### config.mk
export PLATFORM = sky130hd
export DESIGN_NAME = fourway_direction_resolver
export DESIGN_NICKNAME = d
export VERILOG_FILES = /design/src/rtl/fourway_direction_resolver.sv
export SDC_FILE = /design/constraint.sdc
export NUM_CORES = 1
export LEC_CHECK = 0
export ABC_AREA = 1
export BUFFER_PORTS_ARGS = -buffer_cell sky130_fd_sc_hd__buf_2
export CAP_MARGIN = 40
export CELL_PAD_IN_SITES_DETAIL_PLACEMENT = 0
export CELL_PAD_IN_SITES_GLOBAL_PLACEMENT = 1
export CORE_MARGIN = 4
export CORE_UTILIZATION = 30
export CTS_CLUSTER_DIAMETER = 150
export DETAILED_ROUTE_END_ITERATION = 10
export PLACE_DENSITY = 0.58
export SLEW_MARGIN = 15
export SYNTH_ARGS = -nofsm -noshare
export SYNTH_HDL_FRONTEND = slang
export SYNTH_SLANG_ARGS = --single-unit
### constraint.sdc
create_clock -name clk -period 1.9 [get_ports clk]
set_clock_uncertainty 0.05 [all_clocks]
set_input_delay 0.19 -clock clk [delete_from_list [all_inputs] [get_ports clk]]
set_output_delay 0.19 -clock clk [all_outputs]
set_load 0.01 [all_outputs]
### src/rtl/fourway_direction_resolver.sv
// Sequential 4-way restrictor: reduces raw {up,down,left,right} to at most one
// direction using last-input-wins per axis and sticky, optionally timed, diagonals.
module fourway_direction_resolver #(
  parameter int unsigned DIAG_DELAY = 4,
  parameter int unsigned CNT_W      = 8
) (
  input  logic       clk,
  input  logic       reset,
  input  logic       ce,
  input  logic [3:0] dirinput,
  output logic [3:0] diroutput,
  output logic       changed
);

  // Handshake: none. Every register advances only on clk edges with ce=1;
  // diroutput is the registered state, changed is a one-clk pulse.

  typedef enum logic [2:0] {
    ST_NONE  = 3'd0,
    ST_UP    = 3'd1,
    ST_DOWN  = 3'd2,
    ST_LEFT  = 3'd3,
    ST_RIGHT = 3'd4
  } state_e;

  localparam logic             TIMED   = (DIAG_DELAY != 0);
  localparam logic [CNT_W-1:0] DELAY_C = CNT_W'(DIAG_DELAY);
  localparam logic [CNT_W-1:0] ONE_C   = CNT_W'(1);

  // History encodings: v_last 0=UP 1=DOWN, h_last 0=LEFT 1=RIGHT, axis_last 0=VERT 1=HORZ
  state_e           state_q, state_d;
  logic [3:0]       prev_q;
  logic             v_last_q, v_last_d;
  logic             h_last_q, h_last_d;
  logic             axis_last_q, axis_last_d;
  logic [CNT_W-1:0] cnt_q, cnt_d;
  logic             diag_done_q, diag_done_d;
  logic             changed_q;

  logic [3:0]       rise;
  logic [3:0]       clean;
  logic             v_any_rise, h_any_rise;
  logic             is_diag;
  logic [CNT_W-1:0] cnt_inc;
  state_e           v_sel, h_sel;

  // Edge detect and per-axis history; the updated history is used this same
  // tick so a freshly pressed direction wins without an extra cycle.
  always_comb begin
    rise        = dirinput & ~prev_q;
    v_any_rise  = rise[3] | rise[2];
    h_any_rise  = rise[1] | rise[0];

    v_last_d    = v_last_q;
    h_last_d    = h_last_q;
    axis_last_d = axis_last_q;

    if (rise[3] && !rise[2]) begin
      v_last_d = 1'b0;
    end else if (rise[2] && !rise[3]) begin
      v_last_d = 1'b1;
    end

    if (rise[1] && !rise[0]) begin
      h_last_d = 1'b0;
    end else if (rise[0] && !rise[1]) begin
      h_last_d = 1'b1;
    end

    if (v_any_rise && !h_any_rise) begin
      axis_last_d = 1'b0;
    end else if (h_any_rise && !v_any_rise) begin
      axis_last_d = 1'b1;
    end
  end

  // Opposite-pair cleaning: keep only the most recently pressed side.
  always_comb begin
    clean = dirinput;
    if (dirinput[3] && dirinput[2]) begin
      clean[3] = ~v_last_d;
      clean[2] =  v_last_d;
    end
    if (dirinput[1] && dirinput[0]) begin
      clean[1] = ~h_last_d;
      clean[0] =  h_last_d;
    end
  end

  always_comb begin
    v_sel = ST_NONE;
    if (clean[3]) begin
      v_sel = ST_UP;
    end else if (clean[2]) begin
      v_sel = ST_DOWN;
    end

    h_sel = ST_NONE;
    if (clean[1]) begin
      h_sel = ST_LEFT;
    end else if (clean[0]) begin
      h_sel = ST_RIGHT;
    end

    is_diag = (v_sel != ST_NONE) && (h_sel != ST_NONE);
    cnt_inc = cnt_q + ONE_C;
  end

  // Next-state logic for the direction FSM.
  always_comb begin
    state_d     = state_q;
    cnt_d       = cnt_q;
    diag_done_d = diag_done_q;

    if (clean == 4'b0000) begin
      state_d     = ST_NONE;
      cnt_d       = '0;
      diag_done_d = 1'b0;
    end else if (!is_diag) begin
      state_d     = (v_sel != ST_NONE) ? v_sel : h_sel;
      cnt_d       = '0;
      diag_done_d = 1'b0;
    end else if (state_q == v_sel || state_q == h_sel) begin
      // Sticky diagonal; hand over once to the other component after the delay.
      if (TIMED && !diag_done_q) begin
        if (cnt_inc >= DELAY_C) begin
          state_d     = (state_q == v_sel) ? h_sel : v_sel;
          cnt_d       = '0;
          diag_done_d = 1'b1;
        end else begin
          cnt_d = cnt_inc;
        end
      end
    end else begin
      state_d     = axis_last_d ? h_sel : v_sel;
      cnt_d       = '0;
      diag_done_d = 1'b0;
    end
  end

  always_ff @(posedge clk) begin
    if (reset) begin
      state_q     <= ST_NONE;
      prev_q      <= 4'b0000;
      v_last_q    <= 1'b0;
      h_last_q    <= 1'b0;
      axis_last_q <= 1'b0;
      cnt_q       <= '0;
      diag_done_q <= 1'b0;
      changed_q   <= 1'b0;
    end else if (ce) begin
      state_q     <= state_d;
      prev_q      <= dirinput;
      v_last_q    <= v_last_d;
      h_last_q    <= h_last_d;
      axis_last_q <= axis_last_d;
      cnt_q       <= cnt_d;
      diag_done_q <= diag_done_d;
      changed_q   <= (state_d != state_q);
    end else begin
      changed_q   <= 1'b0;
    end
  end

  always_comb begin
    diroutput = 4'b0000;
    case (state_q)
      ST_UP:    diroutput = 4'b1000;
      ST_DOWN:  diroutput = 4'b0100;
      ST_LEFT:  diroutput = 4'b0010;
      ST_RIGHT: diroutput = 4'b0001;
      default:  diroutput = 4'b0000;
    endcase
  end

  assign changed = changed_q;

endmodule
# After elaboration in Yosys (flattened, before gate mapping)
# Cells that the tools add are included.
[word_totals] latchBits=0 romBits=0 n_memories=0 inputBits=7 wordCells=77 mem_bits_rw=0 ff_bits=20 out_inout_bits=5
[op_classes] magnitude_cmp=1 n_addsub=1 shift=0 div=0 multipliers=0 reduce_logical=21 n_eq_ne=8 muxes=31 bitwise=7
[ops] operator="$mux W8" count=5
[ops] operator="$mux W3" count=10
[ops] operator="$pmux W4 S4" count=1
[ops] operator="$mux W1" count=11
[ops] operator="$logic_and A1 B1 Y1" count=9
[ops] operator="$add A8 B1 Y8 const B" count=1
[ops] operator="$ge A8 B3 Y1 const B" count=1
[ops] operator="$mux W2" count=4
[ops] operator="$eq A3 B2 Y1 const B" count=2
[ops] operator="$eq A3 B3 Y1" count=2
[ops] operator="$logic_not A1 Y1" count=6
[ops] operator="$reduce_bool A3 Y1" count=2
[ops] operator="$and A4 B4 Y4" count=1
[ops] operator="$logic_not A4 Y1" count=1
[ops] operator="$ne A4 B4 Y1 const B" count=1
[ops] operator="$not A4 Y4" count=1
[ops] operator="$eq A3 B1 Y1 const B" count=1
[ops] operator="$eq A3 B3 Y1 const B" count=1
[ops] operator="$ne A3 B3 Y1" count=1
[ops] operator="$not A1 Y1" count=3
[ops] operator="$or A1 B1 Y1" count=2
[ops] operator="$reduce_and A2 Y1" count=1
[ops] operator="$reduce_or A2 Y1" count=1
[ops] operator="$logic_or A1 B1 Y1" count=1

# Depth between registers and ports, before layout
# Gate-level depths: netlist (run 1).
[depth] ltp_word=18 mapped_depth=18 ltp_nobuf=18

# Worst setup path before layout (run 1)
# OpenSTA, ideal clock, no wires.
[synth_timing] kind="reg2reg" startpoint="reg cnt_q[0]" endpoint="reg changed_q, in the netlist changed" period_less_slack_ps=1822 arrival_time_ps=1660 setup_slack_ps=78 path_buffers=0 setup_ps=111 path_stages_with_launch=19 required_time_ps=1739 cell_sequence="dfxtp_1 ha_1 inv_1 o21ai_0 inv_1 a21oi_1 nand3_1 nand2_1 inv_1 nor2_1 a21oi_1 nand2_1 nand2_1 nand2_1 nand2_1 nand2_1 nand3_1 nor2_1 nor2_1"
[synth_between] elab_chain_cells=8
[synth_lines] item="start, declared" line_no="36" rtl="logic [CNT_W-1:0] cnt_q, cnt_d;"
[synth_lines] item="start signal, assigned" line_no="157" rtl="cnt_q <= cnt_d;"
[synth_lines] item="$add A8 B1 Y8" line_no="106" rtl="cnt_inc = cnt_q + ONE_C;"
[synth_lines] item="$ge A8 B3 Y1" line_no="126" rtl="if (cnt_inc >= DELAY_C) begin"
[synth_lines] item="$mux W3" line_no="126"
[synth_lines] item="$mux W3" line_no="125" rtl="if (TIMED && !diag_done_q) begin"
[synth_lines] item="$mux W3" line_no="123" rtl="end else if (state_q == v_sel || state_q == h_sel) begin"
[synth_lines] item="$mux W3" line_no="119" rtl="end else if (!is_diag) begin"
[synth_lines] item="$mux W3" line_no="115" rtl="if (clean == 4'b0000) begin"
[synth_lines] item="$ne A3 B3 Y1" line_no="159" rtl="changed_q <= (state_d != state_q);"
[synth_lines] item="end signal, assigned" line_no="159"
[synth_lines] item="end, declared" line_no="38" rtl="logic changed_q;"
# No other way between the ends.
# A chain may end at the register's enable or synchronous reset.

# Worst setup path in the final report (run 1)
[layout_timing] startpoint="reg prev_q[0]" endpoint="reg cnt_q[0]"
[layout_between] elab_chain_cells=13 elab_cells_between_ends=21 cone_classes="2 x eq/ne; 8 x mux; 3 x bitwise; 8 x reduce/logical"
[layout_lines] item="start, declared" line_no="32" rtl="logic [3:0] prev_q;"
[layout_lines] item="start signal, assigned" line_no="153" rtl="prev_q <= dirinput;"
[layout_lines] item="$not A4 Y4 *" line_no="50" rtl="rise = dirinput & ~prev_q;"
[layout_lines] item="$and A4 B4 Y4 *" line_no="50"
[layout_lines] item="$logic_and A1 B1 Y1 or $logic_not A1 Y1 (tied branches)" line_no="66, 64"
[layout_lines] item="$mux W1 or $logic_and A1 B1 Y1 (tied branches)" line_no="66, 64"
[layout_lines] item="$mux W1 *" line_no="64" rtl="if (rise[1] && !rise[0]) begin"
[layout_lines] item="$mux W2 *" line_no="84" rtl="if (dirinput[1] && dirinput[0]) begin"
[layout_lines] item="$mux W3 or $mux W2 (tied branches)" line_no="101, 84"
[layout_lines] item="$mux W3" line_no="99" rtl="if (clean[1]) begin"
[layout_lines] item="$eq A3 B3 Y1" line_no="123"
[layout_lines] item="$logic_or A1 B1 Y1" line_no="123"
[layout_lines] item="$mux W8" line_no="123"
[layout_lines] item="$mux W8" line_no="119"
[layout_lines] item="$mux W8" line_no="115"
# Every way passes the cells marked *; elsewhere a longest branch is shown, timed or not.

==> out/metrics.yaml, run 1 <==
outcome:
  status: "finished, violations left"
  violations: "negative setup slack"
yosys:
  netlist_area_sq_mm: 0.00127
  yosysSeqAreaShare_pct: 31.5
  synth.area.top_cells: "dfxtp_1 (32%), nand2_1 (11%), inv_1 (7.7%)"
  synth-seq-cells: 20
  syn-num-nets: 199
  synth_cell_types: 24
  synthCells: 190
  avgSynthCellArea_sq_um: 6.68
  yosys_warnings: 0
  yosysTopAreaCellShare_pct: 31.5
  yosysTopAreaCell: "dfxtp_1"
clock_tree:
  numCtsBuffers: 3
  cts.sinks: 20
  clk_path_buf_depth: 2
  clk_pin_slew_worst_paths_ps: 70
  cts_tree: "done"
  cts-htree-levels: 1
  worstSkewPairLatency_ps: 260
  ctsHoldBuffers: 0
  cts_root_buf: "clkbuf_8"
route:
  viasPerCell: 4.84
  drc: 0
  dr_total_vias: 1332
  post_drt_wl_per_cell_microns: 12.1
  finalWirelength_mm: 3.34
  antenna_left: 0
  initialDrtViolationCount: 81
  drt_pass1_iterations: 4
critical_path:
  worstPathRequired_ps: 2000
  crit_arrival_ps: 2000
  path_cells: "inv_2 -> nand3_2 -> nand2_2 -> nand3_2 -> nand2_2 -> nand2_2 -> nand4_1 -> nand2_4 -> nand2_2 -> o21ai_4 -> inv_4 -> o21ai_1 -> nor2_1"
  critPathBufInv: 2
  crit_fanout: 6
  start_kind: "flip-flop"
  worst-setup-path-type: "flip-flop to flip-flop"
  cp_slowest_cell: "dfxtp_2"
  cp_common_cell: "nand2_2"
  critical_path.top_delay_family: "simple AND/OR/NAND/NOR gates"
  end_kind: "flip-flop"
  critPathMaxStageDelay_ps: 340
grt:
  antenna_found_initial: 0
  grt_max_degree: 18
  grt_pass1_vias: 1255
  grt_use_total_pct: 13.1
  grt-ovfl-total: 0
  grt_pass1_wl_mm: 5.44
sta:
  worst_pin_slew_ps: 310
  timing.final.ws_setup_ps: -2.06
  slew_viol_final: 0
  hold_violations: 0
  slew_headroom_pct: 79.3
  period_minus_slack_ps: 1900
  final-setup-viol-count: 1
  rsz0062_at_grt: "true"
  fmax_mhz: 526
  min_period_over_period_pct: 100
final_layout:
  n_antenna_cell: 0
  fin_nets: 235
  stdcell_area_sq_mm: 0.00170
  utilization_pct: 41.8
  layout-drive-gt1-share_pct: 39.1
  area_delta_synth_final_pct: 33.6
hold_path:
  hp-class: "input pin to flip-flop"
placed_design:
  port_buffers: 11
  place_congestion: 0.789
  placed_area_sq_mm: 0.00152
  post-dp-hpwl_mm: 2.62
power:
  ir_worst_vdd_v: 0.000357
  powerDensity_mw_per_mm2: 671
  p_leak_nw: 0.795
  total_power_mw: 1.14
floorplan:
  die_height_microns: 73.1
  die_w_microns: 73.1
  coreArea_sq_mm: 0.00406
  num_io_pins: 12
  initial_core_util_pct: 31.3
  dieArea_sq_mm: 0.00534
  rows: 23
run:
  cap_viol_max_count: 0
## through the flow
stage / TNS [ps] / worst slack (ps) / hold slack, ps / std cells
3_5_place_dp: -137 / -68.6 / 399 / 267
4_1_cts: 0 / 4.64 / 205 / 272
3_3_place_gp: 0 / 19.2 / 397 / 267
5_1_grt: -612 / -165 / 217 / 275
6_report: -2.06 / -2.06 / 212 / 275
2_1_floorplan: 0 / 78.1 / 292 / 190
## cells in the mapped netlist
cell,number
nor3_2,4
inv_1,26
nor2_2,2
a21oi_1,16
ha_1,2
nor3_1,3
o21ai_2,2
a211oi_1,3
nand3_4,1
o21ai_0,15
dfxtp_1,20
nand2_4,1
inv_4,1
inv_2,1
nand2_1,38
nand2_2,10
nand3_1,16
nor2_1,15
o21ai_1,2
o211ai_1,2
nand4_1,4
clkbuf_1,2
o21ai_4,1
nand3_2,3
## placed cells by master (no fill, tap or decap), types with 11 or more instances in the layout
master	count
a21oi_1	14
buf_2	11
buf_4	19
dfxtp_1	15
inv_1	22
nand2_1	30
nand2_2	18
nand3_1	13
nor2_1	15
o21ai_0	11
## final timing paths
| kind | slack (ps) | startpoint | cells past startpoint | to |
|---|---|---|---|---|
| setup / recovery | -2 | prev_q[0]$_SDFFE_PP0P_ | 13 | cnt_q[0]$_SDFFE_PP0P_ |
| setup reg to reg | -2 | prev_q[0]$_SDFFE_PP0P_ | 13 | cnt_q[0]$_SDFFE_PP0P_ |
| hold / removal | 210 | dirinput[1] | 3 | prev_q[1]$_SDFFE_PP0P_ |
| hold reg to reg | 410 | cnt_q[3]$_SDFFE_PP0P_ | 2 | cnt_q[3]$_SDFFE_PP0P_ |
## layout make-up
class | count | area, sq um
sequential | 20 | 409
inverter | 28 | 108
timing repair buffer | 33 | 231
tap | 50 | 62.6
multi-input combinational | 140 | 831
clock buffer | 4 | 55.1
fill | 427 | 2360
## report_power, final
group | internal, mW | total (mW) | switching (mW)
Sequential | 0.442 | 0.462 | 0.0201
Combinational | 0.144 | 0.356 | 0.212
Clock | 0.184 | 0.321 | 0.137
Total | 0.770 | 1.14 | 0.369
## per-layer routing
metal | routed length (microns) | part of all wire [%] | vias to the layer above | track usage [%]
met5 | 0 | 0 | - | 0
met2 | 1620 | 49 | 30 | 23.2
met4 | 123 | 3.7 | 0 | 6.76
li1 | - | - | 702 | -
met3 | 145 | 4.3 | 12 | 1.93
met1 | 1440 | 43 | 588 | 15.0
## tightest hold or removal path: cells and delay by family
family	cells	cell delay, ps
AO/OA/AOI/OAI	1	70
buffers and inverters	2	220
## flip-flops by register name, indices dropped and copies added, names as in the netlist
| register | cells |
|---|---|
| state_q | 3 |
| axis_last_q | 1 |
| diag_done_q | 1 |
| cnt_q | 8 |
| prev_q | 4 |
| h_last_q | 1 |
| changed | 1 |
| v_last_q | 1 |
## what timing repair did
item | CTS | global route
buffers inserted | 1 | 3
setup endpoints to repair | 7 | 13
gates resized for setup | 3 | 33
pin swaps | 2 | 21
## cell families (layout without fill, tap and decap cells)
family          count (synthesis)  after routing  share of synthesized area [%]
compound gates                 41             41                           18.6
flops                          20             20                           31.5
buf+inv                        30             65                           9.06
simple gates                   97             97                           38.8
fa+ha+maj                       2              2                           1.97
Note: power is estimated with default switching activity, not from simulation.
==> run 2: changes to the inputs <==
- ABC_AREA: 1 -> unset
- PLACE_DENSITY: 0.58 -> 0.55
==> out/metrics.yaml, run 2 <==
clock_tree:
  cts_root_buf: "clkbuf_8"
  ctsHoldBuffers: 0
  cts_tree: "done"
  clk_pin_slew_worst_paths_ps: 80
  cts-htree-levels: 1
  clk_path_buf_depth: 2
  numCtsBuffers: 3
  worstSkewPairLatency_ps: 260
  cts.sinks: 20
final_layout:
  reg_top3: "cnt_q: 8 flops, prev_q: 4 flops, state_q: 3 flops"
  utilization_pct: 49.2
  area_delta_synth_final_pct: 53.4
  largest_reg_flops: 8
  fin_cells: 258
  top_register: "cnt_q"
  fin_nets: 218
  fillers: 403
  layout_commonest_cell: "buf_4"
  n_antenna_cell: 0
  layout-drive-gt1-share_pct: 51.9
  mostFrequentLayoutCells: "buf_4 (46), nor2_1 (16), dfxtp_1 (14), buf_2 (11), mux2i_1 (9)"
grt:
  grt-ovfl-total: 0
  grt_max_degree: 16
  grt_pass1_vias: 1368
  grt_use_total_pct: 14.4
  antenna_found_initial: 0
  grt_pass1_wl_mm: 6.26
route:
  initialDrtViolationCount: 43
  finalWirelength_mm: 3.68
  post_drt_wl_per_cell_microns: 14.3
  antenna_left: 0
  drt_pass1_iterations: 4
  drc: 0
  dr_total_vias: 1335
  viasPerCell: 5.17
critical_path:
  start_kind: "flip-flop"
  critPathMaxStageDelay_ps: 410
  critPathBufInv: 0
  rr_startpoint: "prev_q[3]$_SDFFE_PP0P_"
  cp_slowest_cell: "a221o_2"
  critical_path.top_delay_family: "compound AO/OA/AOI/OAI gates"
  crit_fanout: 4
  worst-setup-path-type: "flip-flop to flip-flop"
  crit_arrival_ps: 2480
  end_kind: "flip-flop"
  r2r-end: "changed$_SDFF_PP0_"
  path_cells: "nand2b_4 -> a221o_2 -> xnor2_4 -> o31a_1 -> or3_1 -> a211oi_2 -> a221oi_2 -> a311oi_2"
  worstPathRequired_ps: 2020
  r2r_slack_ps: -460
  r2r_cells: 8
  worst-path-stages: 8
sta:
  min_period_over_period_pct: 124
  slew_headroom_pct: 76.5
  finalSetupTns_ps: -3820
  slew_viol_final: 0
  rsz0062_at_grt: "true"
  period_minus_slack_ps: 2360
  hold_violations: 0
  timing.final.ws_setup_ps: -461
  worst_pin_slew_ps: 351
  final-setup-viol-count: 13
  fmax_mhz: 424
hold_path:
  min_to: "prev_q[0]$_SDFFE_PP0P_"
  hp-class: "input pin to flip-flop"
  hold_depth: 3
  min-delay-start: "dirinput[0]"
power:
  total_power_mw: 1.33
  ir_worst_vdd_v: 0.000381
  p_leak_nw: 0.892
  powerDensity_mw_per_mm2: 653
yosys:
  async_flop_share_pct: 0
  synth-edff-count: 0
  yosysSeqAreaShare_pct: 30.1
  synthTopCellsByCount: "dfxtp_1 (20), nor2_1 (17), mux2i_1 (9)"
  synth-seq-cells: 20
  synth_cell_types: 60
  ys.flop_type: "dfxtp_1"
  avgSynthCellArea_sq_um: 8.86
  synthCells: 150
  netlist_area_sq_mm: 0.00133
  yosys.cell_count.top_type: "dfxtp_1"
  yosys_warnings: 0
  yosysTopAreaCellShare_pct: 30.1
  yosysTopAreaCell: "dfxtp_1"
  synth.area.top_cells: "dfxtp_1 (30%), mux2i_1 (6.8%), nor2_1 (4.8%)"
  syn-num-nets: 159
floorplan:
  dieArea_sq_mm: 0.00556
  rows: 23
  coreArea_sq_mm: 0.00414
  die_w_microns: 74.6
  initial_core_util_pct: 32.1
  die_height_microns: 74.6
  num_io_pins: 12
placed_design:
  port_buffers: 11
  place_congestion: 0.815
  dp.cells: 249
  dp_slack_ps: -476
  post-dp-hpwl_mm: 2.76
outcome:
  status: "finished, violations left"
  violations: "negative setup slack"
run:
  cap_viol_max_count: 0
[run 2: changes by cell type in the layout (fill, tap and decap cells not counted), moves of 5 or more]
cell     before  now
buf_4        19   46
nand3_2       5    0
and2_1        0    5
a21oi_1      14    5
nand3_1      13    2
nand2_1      30    3
mux2i_1       0    9
inv_1        22    7
o21ai_0      11    2
nand2_2      18    0
[run 2: kinds of logic after synthesis]
family	share of synthesized area (%)
XOR/XNOR	3.20
AND/OR/NAND/NOR	23.1
buffers and inverters	4.90
multiplexers	7.91
adder cells (fa/ha/maj)	2.64
AO/OA/AOI/OAI	28.2
flip-flops	30.1
[run 2: per-stage QoR]
step,hold slack [ps],instance area (sq um)
after global routing,193,2040
final,177,2040
after global placement,430,1780
after CTS,170,2000
after floorplan,212,1370
after detailed placement,448,1780
[run 2: timing repair]
item,CTS,global route
gates resized for setup,26,8
pin swaps,18,11
setup endpoints to repair,13,13
setup buffers,5,0
[run 2: report_power, final]
group          switching [mW]  internal (mW)
logic                   0.262          0.284
clock network           0.140          0.184
registers              0.0202          0.442
total                   0.421          0.910
[run 2: layout make-up]
cell class,count,area (sq um),area share (%)
sequential,20,408,20.0
clock buffer,4,55.1,2.70
multi-input combinational,116,1050,51.4
inverter,8,30.0,1.47
timing repair buffer,60,434,21.3
tap,50,62.6,3.07
[run 2: per-layer routing]
layer  vias to the layer above  GRT usage (%)  share of wire, %  routed length (microns)
met3                         4           3.78               2.9                      105
li1                        677              -                 -                        -
met1                       638           17.3                45                     1650
met4                         0           1.98              0.95                       35
met5                         -              0                 0                        0
met2                        16           26.3                51                     1880
[run 2: worst max-delay path by stage]
stage,startpoint,slack (ps),end
floorplan,dirinput[2],-380,changed$_SDFF_PP0_
global placement,dirinput[2],-450,changed$_SDFF_PP0_
detailed placement,dirinput[2],-480,changed$_SDFF_PP0_
CTS,cnt_q[1]$_SDFFE_PP0P_,-450,changed$_SDFF_PP0_
global route,cnt_q[1]$_SDFFE_PP0P_,-590,changed$_SDFF_PP0_
finish,prev_q[3]$_SDFFE_PP0P_,-460,changed$_SDFF_PP0_
[run 2: worst min-delay path, delay by kind of cell]
family,cells,cell delay (ps)
muxes,1,70
buffers and inverters,1,120
and+or+nand+nor,1,70
==> run 3: changes to the inputs <==
==> constraint.sdc (replaced) <==
create_clock -name clk -period 1.9 [get_ports clk]
set_clock_uncertainty 0.05 [all_clocks]
set_input_delay 0.38 -clock clk [delete_from_list [all_inputs] [get_ports clk]]
set_output_delay 0.38 -clock clk [all_outputs]
set_load 0.01 [all_outputs]
==> out/metrics.yaml, run 3 (synthesized netlist as in run 2, its figures left out) <==
placed_design:
  place_congestion: 0.882
  post-dp-hpwl_mm: 2.66
  placed_area_sq_mm: 0.00175
  port_buffers: 11
sta:
  final-setup-viol-count: 14
  min_period_over_period_pct: 122
  slew_headroom_pct: 69.8
  rsz0062_at_grt: "true"
  timing.final.ws_setup_ps: -421
  finalSetupTns_ps: -3660
  fmax_mhz: 431
  worst_pin_slew_ps: 449
  holdWs_ps: 409
  slew_viol_final: 0
  hold_violations: 0
  period_minus_slack_ps: 2320
grt:
  met1_usage_pct: 16.4
  antenna_found_initial: 0
  grt_use_met2_pct: 24.3
  grt_use_total_pct: 13.3
  grt_max_degree: 16
  busiest_layer: "met2"
  grt-ovfl-total: 0
  grt_use_met3_pct: 2.57
  grt_pass1_vias: 1315
  grt_pass1_wl_mm: 5.87
clock_tree:
  clk_pin_slew_worst_paths_ps: 80
  worstSkewPairLatency_ps: 260
  cts.sinks: 20
  clk_path_buf_depth: 2
  cts-htree-levels: 1
  ctsHoldBuffers: 0
  numCtsBuffers: 3
  cts_root_buf: "clkbuf_8"
  cts_tree: "done"
route:
  dr_total_vias: 1331
  drt_pass1_iterations: 4
  viasPerCell: 5.16
  finalWirelength_mm: 3.59
  post_drt_wl_per_cell_microns: 13.9
  drc: 0
  initialDrtViolationCount: 60
  antenna_left: 0
final_layout:
  largest_reg_flops: 8
  fillers: 411
  layout-drive-gt1-share_pct: 52.9
  top_register: "cnt_q"
  final-seq-area_sq_um: 408
  multi_input_area_sq_mm: 0.00103
  mostFrequentLayoutCells: "buf_4 (46), nor2_1 (16), dfxtp_1 (14), buf_2 (11), mux2i_1 (9)"
  fin_nets: 218
  layout_commonest_cell: "buf_4"
  n_antenna_cell: 0
  reg_top3: "cnt_q: 8 flops, prev_q: 4 flops, state_q: 3 flops"
  stdcell_area_sq_mm: 0.00204
  area_delta_synth_final_pct: 53.6
outcome:
  violations: "negative setup slack"
  status: "finished, violations left"
critical_path:
  path_cells: "nor2b_4 -> o311a_1 -> a221oi_2 -> buf_4 -> o31ai_4 -> o31ai_1 -> buf_4 -> a211oi_2 -> a221oi_2 -> a311oi_2"
  crit_arrival_ps: 2410
  critPathMaxStageDelay_ps: 330
  end_kind: "flip-flop"
  crit_fanout: 4
  start_kind: "flip-flop"
  worst-setup-path-type: "flip-flop to flip-flop"
  cp_slowest_cell: "dfxtp_2"
  worstPathRequired_ps: 1990
floorplan:
  rows: 23
  num_io_pins: 12
  dieArea_sq_mm: 0.00556
  die_height_microns: 74.6
  die_w_microns: 74.6
  coreArea_sq_mm: 0.00414
  initial_core_util_pct: 32.1
power:
  ir_worst_vdd_v: 0.000366
  p_leak_nw: 0.894
  powerDensity_mw_per_mm2: 689
hold_path:
  hp-class: "input pin to flip-flop"
run:
  cap_viol_max_count: 0
-- run 3: per-stage QoR --
stage                     cells  setup slack, ps  total power [mW]  util, %
after floorplan             150             -527             0.712        -
after detailed placement    249             -626             0.885     42.2
after global placement      249             -645             0.880     42.2
final                       258             -421              1.41     49.2
after global routing        258             -537              1.49     49.2
after CTS                   256             -413              1.40     48.0
-- run 3: final timing paths --
kind / start / endpoint / slack, ps / depth (start not counted)
hold reg to reg: axis_last_q$_SDFFE_PP0P_ / axis_last_q$_SDFFE_PP0P_ / 470 / 2
setup / recovery: prev_q[1]$_SDFFE_PP0P_ / changed$_SDFF_PP0_ / -420 / 10
setup reg to reg: prev_q[1]$_SDFFE_PP0P_ / changed$_SDFF_PP0_ / -420 / 10
hold / removal: dirinput[0] / prev_q[0]$_SDFFE_PP0P_ / 410 / 3
-- run 3: power breakdown --
part | internal, mW | switching [mW]
Clock | 0.281 | 0.147
Sequential | 0.441 | 0.0190
Combinational | 0.273 | 0.246
-- run 3: critical path, delay by kind of cell (launching register included) --
family | cells | cell delay [ps]
compound gates | 7 | 1320
buf+inv | 2 | 360
flops | 1 | 330
simple gates | 1 | 130
-- run 3: layout make-up --
type | instances | share of cell area [%]
Multi-Input combinational cell | 116 | 50.7
Timing Repair Buffer | 60 | 21.3
Sequential cell | 20 | 20.0
Tap cell | 50 | 3.07
Clock buffer | 3 | 2.02
Clock inverter | 1 | 1.47
Inverter | 8 | 1.47
-- run 3: repair_timing --
action                                  in CTS  in global routing
pin swaps                                   11                  4
setup buffers                                3                  2
endpoints found under the setup margin      13                 14
cloned                                       0                  0
resized for setup                           28                 12
-- run 3: per-layer routing --
metal | part of all wire, % | up-vias
met3 | 2.7 | 0
met5 | 0 | -
met1 | 45 | 641
met4 | 0 | 0
li1 | - | 678
met2 | 52 | 12
